File: src/rtl/cm_multi_region.sv
// cm_multi_region
//   Configuration manager for the colour-display path. Pops command bytes from
//   a show-ahead UART receive FIFO, decodes WRITE / READ / CLEAR_ALL commands
//   over NUM_REGIONS screen regions, pushes colour writes to the colour memory
//   over a valid/ready handshake and keeps a shadow copy of every region colour.
//
// Ports
//   clk, rst                   single clock, synchronous active-high reset
//   Empty, RXD_Data            FIFO empty flag and head byte (valid when Empty=0)
//   Rd_En                      pop strobe (combinational), byte consumed at edge
//   c_addr, c_data, c_valid    colour-memory write request
//   c_ready                    colour memory accepts the write
//   Config_Status              current FSM state encoding
//   Config_Notification(_Valid){opcode, region} of a completed command + pulse
//   Read_Data                  shadow value returned by a READ
//   Config_Error, Error_Valid  error code (01 opcode, 10 region, 11 timeout) + pulse
//
// Handshake: a write transfers on every rising edge where c_valid and c_ready
// are both 1. Once c_valid rises it stays high, with c_addr/c_data frozen,
// until that transfer happens; c_ready is don't-care while c_valid is 0.
module cm_multi_region #(
    parameter int UART_DATA_WIDTH = 8,
    parameter int NUM_REGIONS     = 4,
    parameter int c_data_WIDTH    = 8,
    parameter int TIMEOUT_CYCLES  = 1024
) (
    input  logic                       clk,
    input  logic                       rst,
    input  logic                       Empty,
    input  logic [UART_DATA_WIDTH-1:0] RXD_Data,
    output logic                       Rd_En,
    output logic [3:0]                 c_addr,
    output logic [c_data_WIDTH-1:0]    c_data,
    output logic                       c_valid,
    input  logic                       c_ready,
    output logic [2:0]                 Config_Status,
    output logic [5:0]                 Config_Notification,
    output logic                       Config_Notification_Valid,
    output logic [c_data_WIDTH-1:0]    Read_Data,
    output logic [1:0]                 Config_Error,
    output logic                       Error_Valid
);

    typedef enum logic [2:0] {
        IDLE      = 3'd0,
        WAIT_DATA = 3'd1,
        WRITE     = 3'd2,
        CLEAR     = 3'd3,
        READ_RESP = 3'd4,
        ERROR     = 3'd5
    } state_t;

    localparam int IDX_W = (NUM_REGIONS > 1) ? $clog2(NUM_REGIONS) : 1;
    localparam int TW    = $clog2(TIMEOUT_CYCLES);

    localparam logic [1:0] OP_WRITE = 2'b00;
    localparam logic [1:0] OP_READ  = 2'b01;
    localparam logic [1:0] OP_CLEAR = 2'b10;
    localparam logic [1:0] OP_BAD   = 2'b11;

    state_t                  state;
    logic [TW-1:0]           tcnt;
    logic [3:0]              cmd_region;
    logic [c_data_WIDTH-1:0] shadow [0:NUM_REGIONS-1];

    logic [1:0] hdr_op;
    logic [3:0] hdr_region;
    logic       region_ok;
    logic       unused_hdr_bits;

    assign hdr_op     = RXD_Data[7:6];
    assign hdr_region = RXD_Data[5:2];
    assign region_ok  = (int'(hdr_region) < NUM_REGIONS);
    // Header bits [1:0] carry no meaning; folded here so they are visibly consumed.
    assign unused_hdr_bits = ^RXD_Data;

    // Popping is only legal in the two states that expect a byte; reset blocks it.
    assign Rd_En = ~rst & ~Empty & ((state == IDLE) | (state == WAIT_DATA));

    assign Config_Status = state;

    always_ff @(posedge clk) begin
        if (rst) begin
            state                     <= IDLE;
            tcnt                      <= '0;
            cmd_region                <= '0;
            c_addr                    <= '0;
            c_data                    <= '0;
            c_valid                   <= 1'b0;
            Config_Notification       <= '0;
            Config_Notification_Valid <= 1'b0;
            Read_Data                 <= '0;
            Config_Error              <= '0;
            Error_Valid               <= 1'b0;
            for (int i = 0; i < NUM_REGIONS; i++) begin
                shadow[i] <= '0;
            end
        end else begin
            // Pulses default low; each state raises them for exactly one cycle.
            Config_Notification_Valid <= 1'b0;
            Error_Valid               <= 1'b0;

            case (state)
                IDLE: begin
                    if (!Empty) begin
                        case (hdr_op)
                            OP_BAD: begin
                                Config_Error <= 2'b01;
                                Error_Valid  <= 1'b1;
                                state        <= ERROR;
                            end
                            OP_CLEAR: begin
                                // Region field ignored; c_addr doubles as the sweep counter.
                                c_addr  <= '0;
                                c_data  <= '0;
                                c_valid <= 1'b1;
                                state   <= CLEAR;
                            end
                            default: begin
                                if (!region_ok) begin
                                    Config_Error <= 2'b10;
                                    Error_Valid  <= 1'b1;
                                    state        <= ERROR;
                                end else if (hdr_op == OP_WRITE) begin
                                    cmd_region <= hdr_region;
                                    tcnt       <= '0;
                                    state      <= WAIT_DATA;
                                end else begin
                                    // READ answers in the very next cycle.
                                    Read_Data                 <= shadow[hdr_region[IDX_W-1:0]];
                                    Config_Notification       <= {OP_READ, hdr_region};
                                    Config_Notification_Valid <= 1'b1;
                                    state                     <= READ_RESP;
                                end
                            end
                        endcase
                    end
                end

                WAIT_DATA: begin
                    // A byte present on the timeout cycle takes priority over the error.
                    if (!Empty) begin
                        c_addr  <= cmd_region;
                        c_data  <= RXD_Data[c_data_WIDTH-1:0];
                        c_valid <= 1'b1;
                        state   <= WRITE;
                    end else if (tcnt == TW'(TIMEOUT_CYCLES - 1)) begin
                        Config_Error <= 2'b11;
                        Error_Valid  <= 1'b1;
                        state        <= ERROR;
                    end else begin
                        tcnt <= tcnt + 1'b1;
                    end
                end

                WRITE: begin
                    if (c_ready) begin
                        shadow[c_addr[IDX_W-1:0]] <= c_data;
                        c_valid                   <= 1'b0;
                        Config_Notification       <= {OP_WRITE, c_addr};
                        Config_Notification_Valid <= 1'b1;
                        state                     <= IDLE;
                    end
                end

                CLEAR: begin
                    if (c_ready) begin
                        shadow[c_addr[IDX_W-1:0]] <= '0;
                        if (c_addr == 4'(NUM_REGIONS - 1)) begin
                            c_valid                   <= 1'b0;
                            Config_Notification       <= {OP_CLEAR, 4'hF};
                            Config_Notification_Valid <= 1'b1;
                            state                     <= IDLE;
                        end else begin
                            c_addr <= c_addr + 4'd1;
                        end
                    end
                end

                READ_RESP: state <= IDLE;
                ERROR:     state <= IDLE;
                default:   state <= IDLE;
            endcase
        end
    end

endmodule

File: config.mk
export PLATFORM = sky130hd
export DESIGN_NAME = cm_multi_region
export DESIGN_NICKNAME = d
export VERILOG_FILES = /design/src/rtl/cm_multi_region.sv
export SDC_FILE = /design/constraint.sdc
export NUM_CORES = 1
export LEC_CHECK = 0
export ABC_AREA = 0
export BUFFER_PORTS_ARGS = -buffer_cell sky130_fd_sc_hd__buf_2
export CAP_MARGIN = 20
export CORE_MARGIN = 2
export CORE_UTILIZATION = 55
export CTS_CLUSTER_DIAMETER = 200
export DETAILED_ROUTE_END_ITERATION = 16
export MAX_ROUTING_LAYER = met4
export PLACE_DENSITY = 0.76
export SLEW_MARGIN = 5
export SYNTH_ARGS = -nofsm -noshare
export SYNTH_HDL_FRONTEND = slang
export SYNTH_SLANG_ARGS = --single-unit
File: constraint.sdc
create_clock -name clk -period 2.3 [get_ports clk]
set_input_delay 0.46 -clock clk [delete_from_list [all_inputs] [get_ports clk]]
set_output_delay 0.46 -clock clk [all_outputs]
set_load 0.05 [all_outputs]
# After elaboration in Yosys (flattened, before gate mapping)
# Memories as Yosys holds them, arrays and structs flattened. A register that Yosys moved wholly into a read port is not among the register bits.
# Cells that the tools add are included.
totals:
  register_bits: 40
  mem_bits_rw: 32
  wordCells: 137
  mem_count: 1
mem_list:
  columns: ["memory", "words", "width", "read_ports", "rd_clocked_by_memory_dff", "wr", "line_no", "text"]
  rows:
  - ["shadow", 4, 8, 1, 1, 4, "64", "logic [c_data_WIDTH-1:0] shadow [0:NUM_REGIONS-1];"]
classes:
  addsub: 2
  n_lt_le_gt_ge: 1
  eq_ne: 24
  muxes: 74
  bitwise: 8
  reduce_logical: 17
op_table:
  columns: ["cell", "count"]
  rows:
  - ["2-to-1 mux 10 bit", 6]
  - ["2-to-1 mux 6 bit", 7]
  - ["2-to-1 mux 8 bit", 5]
  - ["2-to-1 mux 1 bit", 26]
  - ["2-to-1 mux 3 bit", 8]
  - ["!= test 2 bit (second input constant)", 12]
  - ["2-to-1 mux 4 bit", 5]
  - ["case mux 10 bit (2 select lines)", 1]
  - ["case mux 6 bit (3 select lines)", 1]
  - ["case mux 8 bit (2 select lines)", 1]
  - ["AND reduction 5 bit", 3]
  - ["AND reduction 7 bit", 2]
  - ["case mux 3 bit (4 select lines)", 1]
  - ["case mux 4 bit (3 select lines)", 1]
  - ["AND reduction 6 bit", 2]
  - ["adder 10 x 1 -> 10 bit (second input constant)", 1]
  - ["equality test 10 bit (second input constant)", 1]
  - ["2-to-1 mux 2 bit", 5]
  - ["case mux 2 bit (2 select lines)", 2]
  - ["AND reduction 8 bit", 1]
  - ["OR reduction 8 bit", 1]
  - ["equality test 3 x 2 -> 1 bit (second input constant)", 2]
  - ["!= test 2 x 1 -> 1 bit (second input constant)", 3]
  - ["!= test 3 x 2 -> 1 bit (second input constant)", 2]
  - ["other kinds (19)", 27]

# Logic depth before layout (Yosys ltp)
logic_depth:
  word_depth: 7
  depth_mapped: 7
  mapped_depth_nobuf: 6

# Worst setup path after synthesis
# OpenSTA, ideal clock, no wires.
synth_timing:
  path_type: "register to output"
  from: "register state[2], in the netlist Config_Status[2]"
  to: "output Rd_En"
  arrival_time_ns: 2.109
  t_required_ns: 1.840
  slack_ns: -0.269
  stages_incl_launch_ff: 5
  path_cell_list: "dfxtp_1 > buf_6 > or2_1 > buf_6 > nor3_1"
synth_via:
  elab_chain_cells: 3
synth_rtl:
  columns: ["item", "line_no", "text"]
  rows:
  - ["start: declaration", "61", "state_t state;"]
  - ["start signal: assignment", "84", "state <= IDLE;"]
  - ["start signal: assignment", "110", "state <= ERROR;"]
  - ["start signal: assignment", "117", "state <= CLEAR;"]
  - ["equality test 3 x 1 -> 1 bit / logical NOT 3 bit (equally long branches)", "78", "assign Rd_En = ~rst & ~Empty & ((state == IDLE) | (state == WAIT_DATA));"]
  - ["bitwise OR 1 bit *", "78", null]
  - ["bitwise AND 1 bit *", "78", null]
  - ["end: declaration", "31", "output logic Rd_En,"]
# Every way passes the cells marked *; elsewhere a longest branch is shown, timed or not.

# Final worst setup path
layout_timing:
  from: "register c_addr[1]"
  to: "register Config_Notification[1]"
layout_via:
  elab_chain_cells: 3
layout_rtl:
  columns: ["item", "line_no", "text"]
  rows:
  - ["start: declaration", "32", "output logic [3:0] c_addr,"]
  - ["start signal: assignment", "143", "c_addr <= cmd_region;"]
  - ["start signal: assignment", "175", "c_addr <= c_addr + 4'd1;"]
  - ["equality test 4 x 2 -> 1 bit", "169", "if (c_addr == 4'(NUM_REGIONS - 1)) begin"]
  - ["!= test 2 bit (no line)", null, null]
  - ["AND reduction 8 bit (no line)", null, null]
  - ["end signal: assignment", "131", "Config_Notification <= {OP_READ, hdr_region};"]
  - ["end signal: assignment", "160", "Config_Notification <= {OP_WRITE, c_addr};"]
  - ["end signal: assignment", "171", "Config_Notification <= {OP_CLEAR, 4'hF};"]
  - ["end: declaration", "37", "output logic [5:0] Config_Notification,"]
# Parallel ways exist; a longest one is shown, timed or not. The select of a mux whose other input is x is not followed.
# A chain may end at the register's enable or synchronous reset.

==> results.md <==
- The minimum clock period after layout is 2.10 ns.
- TritonCTS built the clock tree.
- Walking the worst path, the cells encountered are ha_1 > nand2b_4 > o2111a_1 > or4_4 > a211o_1 > a21oi_2.
- At the pin with the least slew margin, the transition time is 0.604 ns.
- The normalized max-slew margin is 0.594.
- The final net count is 421.
- STA classifies the critical path startpoint as a flop.
- The number of cells traversed by the worst hold path is 3.
- The most instantiated flip-flop cell in the synthesis netlist is dfxtp_1.
- IR analysis of the VDD net gives a maximum drop of 0.657 mV.
- In this run the cell area measured after placement is 4000 sq um.
- The top routing layer in use is met4.
- The share of synthesized area in the top cell type comes to 0.260.
- The run finished with clean final reports.
- The first global-routing pass estimated 13600 microns of wire.
- The highest clock frequency the design can meet is 477 MHz.
- The HPWL after detailed placement is 6120 microns.
- The per-cell via count in the routed design is 5.96.
- The via count of the routed design is 2913.
- Counting buffers and inverters, the worst setup path is 6 cells deep.
- For this run, design rule violations remaining after detail routing come to 0.
- The slowest stage of the critical path belongs to the cell or4_4.
- CTS built an H-tree with a depth of 3.
- In this run the clock root is driven by a clkbuf_8.
- The sum of negative setup slack is 0 ns.
- The clock net in this run drives a total of 80 sinks.
- Data on the critical path arrives at its endpoint at 2.39 ns.
- The async set or reset register ratio after synthesis is 0.
- The insertion delay of the later-clocked pin in the worst-skew pair is 0.36 ns.
- The die boundary height is 86.0 microns.
- Averaged over all synthesized cells, the footprint is 10.3 sq um.
- The row count is 29.
- The final number of hold-violating endpoints is 0.
- The summed instance area of the synthesized netlist is 3700 sq um.
- After synthesis, the netlist uses 60 different library cells.
- Yosys printed 0 warnings.
- Before antenna repair, the detailed router went through 4 iterations.
- The routed design uses 659 microns of met3 wire.
- The detail route stage leaves a number of antenna-violating nets equal to 0.
- The depth of the worst register-to-register path is 6.
- 0 antenna diodes ended up in the layout.
- The number of max-slew violations in the final report is 0.
- Summing all non-filler instances in the final layout gives an area of 4180 sq um.
- The largest net degree at the start of global routing is 25.
- The post-synthesis sequential element count is 80.
- In this run, the number of DRC markers left after iteration 0 of detailed routing was 232.
- At the end of routability-driven placement, the weighted congestion stood at 0.866.
- The static power due to leakage is 1.63 nW.
- The biggest cell delay along the critical path is 0.59 ns.
- The area growth from synthesis to layout is 13.1%.
- The biggest area consumer among synthesized cells is dfxtp_1.
- After clock tree synthesis, the clock-pin slew on the worst setup and hold paths is 0.08 ns.
- Buffers inserted during clock tree synthesis total 9.
- The path class of the tightest hold or removal check is input pin to flop.
- The critical path is of the flop to flop type.
- Setup slack on the worst reg-to-reg path comes out at 0.20 ns.
- The tool flagged a number of max-cap violations equal to 0.
- Wires add up to 8510 microns.
- The end of the worst register-to-register path is Config_Notification[1].
- The area of the die is 7390 sq um.
- Wire segments on met2 add up to 4060 microns in the final route.
- In this run the horizontal extent of the chip is 86.0 microns.
- The startpoint identified for the worst hold timing path is RXD_Data[0].
- During I/O placement, the number of pins put on the boundary was 47.
- The number of nets produced by synthesis is 372.
- The share of cells above drive strength 1 is 0.245.
- The met1 wire length is 3630 microns.
- The share of the Yosys chip area taken by registers is 0.520.
- The buffer levels on the longest clock path is 2.
- The critical path capture point type is a flop.
- The post-route fraction of the period consumed by the critical path is 0.911.
- Together, buffers and inverters on the worst path number 0.
- Yosys mapped a number of flops with a built-in enable equal to 32.
- The required time at the worst-slack endpoint is 2.59 ns.
- The total congestion overflow is 0.
- The core region is 6420 sq um.
- Power spread over the standard cell area amounts to 872 nW/um^2.
- Once the clock tree was built, the setup fixing pass inserted 0 buffers.
- Setup repair after global routing left no endpoint under its margin.
- By area the synthesized netlist is led by dfxtp_1 (26%), edfxtp_1 (26%), mux4_2 (4.9%), nand2_1 (4.3%), and2_1 (4.2%).
- The family with the most delay on the worst path is compound AO/OA/AOI/OAI gates.
- After detailed routing, the average wire length per cell comes to 17.4 microns.
- For this run, the total global-route usage over all layers was measured as 0.251.
- The path with the worst hold slack has its endpoint at c_data[0].
- The final setup violation count is 0.
- The total of buffers placed on input and output ports is 46.
- The number of global-route vias before repair is 2690.
- For this configuration, the core starts out at a cell density of 0.575.
- In this run the critical register-to-register path is launched from c_addr[1].
- The count of mapped cells out of synthesis is 358.
- The initial antenna violation count was 0.
- Of all nets on the critical path, the largest fanout is 10.
- The final clock skew is 0.00620 ns.
-- cell usage in the layout, fill, tap and decap left out, drive strengths merged, types with 5 or more instances in the layout --
cell type / instances
nand3: 9
and3: 12
clkbuf: 10
edfxtp: 32
inv: 7
nor2: 38
nand2b: 7
clkinv: 5
buf: 57
a21oi: 30
nor3: 9
a211oi: 5
and2: 26
dfxtp: 48
nor4: 6
nand2: 43
a22oi: 8
mux4: 8
o21ai: 10
-- worst reg2reg max path: cells and delay by family (launching register included) --
kind / cells / cell delay (ns)
adder cells (fa/ha/maj): 1 / 0.26
AND/OR/NAND/NOR: 2 / 0.66
AO/OA/AOI/OAI: 3 / 0.67
flip-flops: 1 / 0.44
-- state kept, by name, indices dropped and copies added (netlist names), 2 cells and up --
register / count
shadow: 32
tcnt: 10
Read_Data: 8
c_data: 8
Config_Notification: 6
c_addr: 4
cmd_region: 4
Config_Status: 3
Config_Error: 2
-- repair_timing --
item | CTS | global route
hold buffers | 0 | 0
setup endpoints to repair | 0 | 3
resized for setup | 0 | 2
-- final cells by class --
cell class / instances / area (sq um)
inverters: 6 / 22.5
well taps: 77 / 96.3
repair buffers: 58 / 318
fillers: 511 / 2240
flip-flops and latches: 80 / 1930
multi-input cells: 252 / 1660
clock buffers: 9 / 124
clock inverters: 7 / 37.5
-- routing by layer --
layer | GRT usage | vias to the layer above
li1 | - | 1398
met1 | 0.320 | 1389
met2 | 0.386 | 110
met3 | 0.0674 | 16
met4 | 0.0909 | 0
met5 | - | -
-- stage by stage --
stage          setup WS (ns)   util  hold WS [ns]  power [mW]  std cells
2_1_floorplan          0.121      -         0.433        2.54        358
3_3_place_gp           0.215  0.623         0.432        2.75        472
3_5_place_dp           0.134  0.623         0.440        2.76        472
4_1_cts                0.102  0.648         0.347        3.64        488
5_1_grt               0.0641  0.651         0.360        3.81        489
6_report               0.204  0.651         0.354        3.65        489
-- synthesized netlist by cell type, types with 2 or more instances --
library cell  count
a211oi_1          4
buf_6             4
or4_1             2
mux4_2            8
dfxtp_1          48
nand3_1           9
a311oi_1          2
inv_1             6
o21ai_0           9
buf_1             2
clkbuf_1         10
a22oi_1           8
or3_1             3
nand2b_1          6
nor2_1           38
a21oi_2           3
mux2i_1           2
nand2_1          42
nor4_4            2
a21oi_1          27
edfxtp_1         32
a211o_1           3
a31oi_1           2
buf_2             3
nor4_1            3
ha_1              2
and3_1           12
a221oi_1          2
and2_1           25
nor3_1            9
-- power by group --
part | switching [mW] | internal, mW | total (mW) | leakage [nW]
clock | 0.508 | 0.380 | 0.889 | 0.0819
combinational | 0.749 | 0.319 | 1.07 | 0.832
sequential | 0.109 | 1.58 | 1.69 | 0.721
total | 1.37 | 2.28 | 3.65 | 1.63
-- how the worst max path moves through the flow --
| stage | startpoint | end | slack (ns) |
|---|---|---|---|
| 2_1_floorplan | c_addr[0] | Config_Notification[2] | 0.12 |
| 3_3_place_gp | RXD_Data[4] | Config_Notification[2] | 0.21 |
| 3_5_place_dp | c_addr[1] | Config_Notification[1] | 0.13 |
| 4_1_cts | c_addr[1] | Config_Notification[2] | 0.10 |
| 5_1_grt | tcnt[0] | tcnt[3] | 0.06 |
| 6_report | c_addr[1] | Config_Notification[1] | 0.20 |
-- cell families after synthesis --
kind of cell / after synthesis / share of synthesized area
muxes: 10 / 0.0542
adders and majority gates: 2 / 0.00677
and+or+nand+nor: 162 / 0.236
DFF: 80 / 0.520
AOI/OAI and AO/OA: 76 / 0.142
xor gates and xnor gates: 2 / 0.00474
buffers and inverters: 26 / 0.0366
No activity file was read; power rests on OpenSTA's default activity.
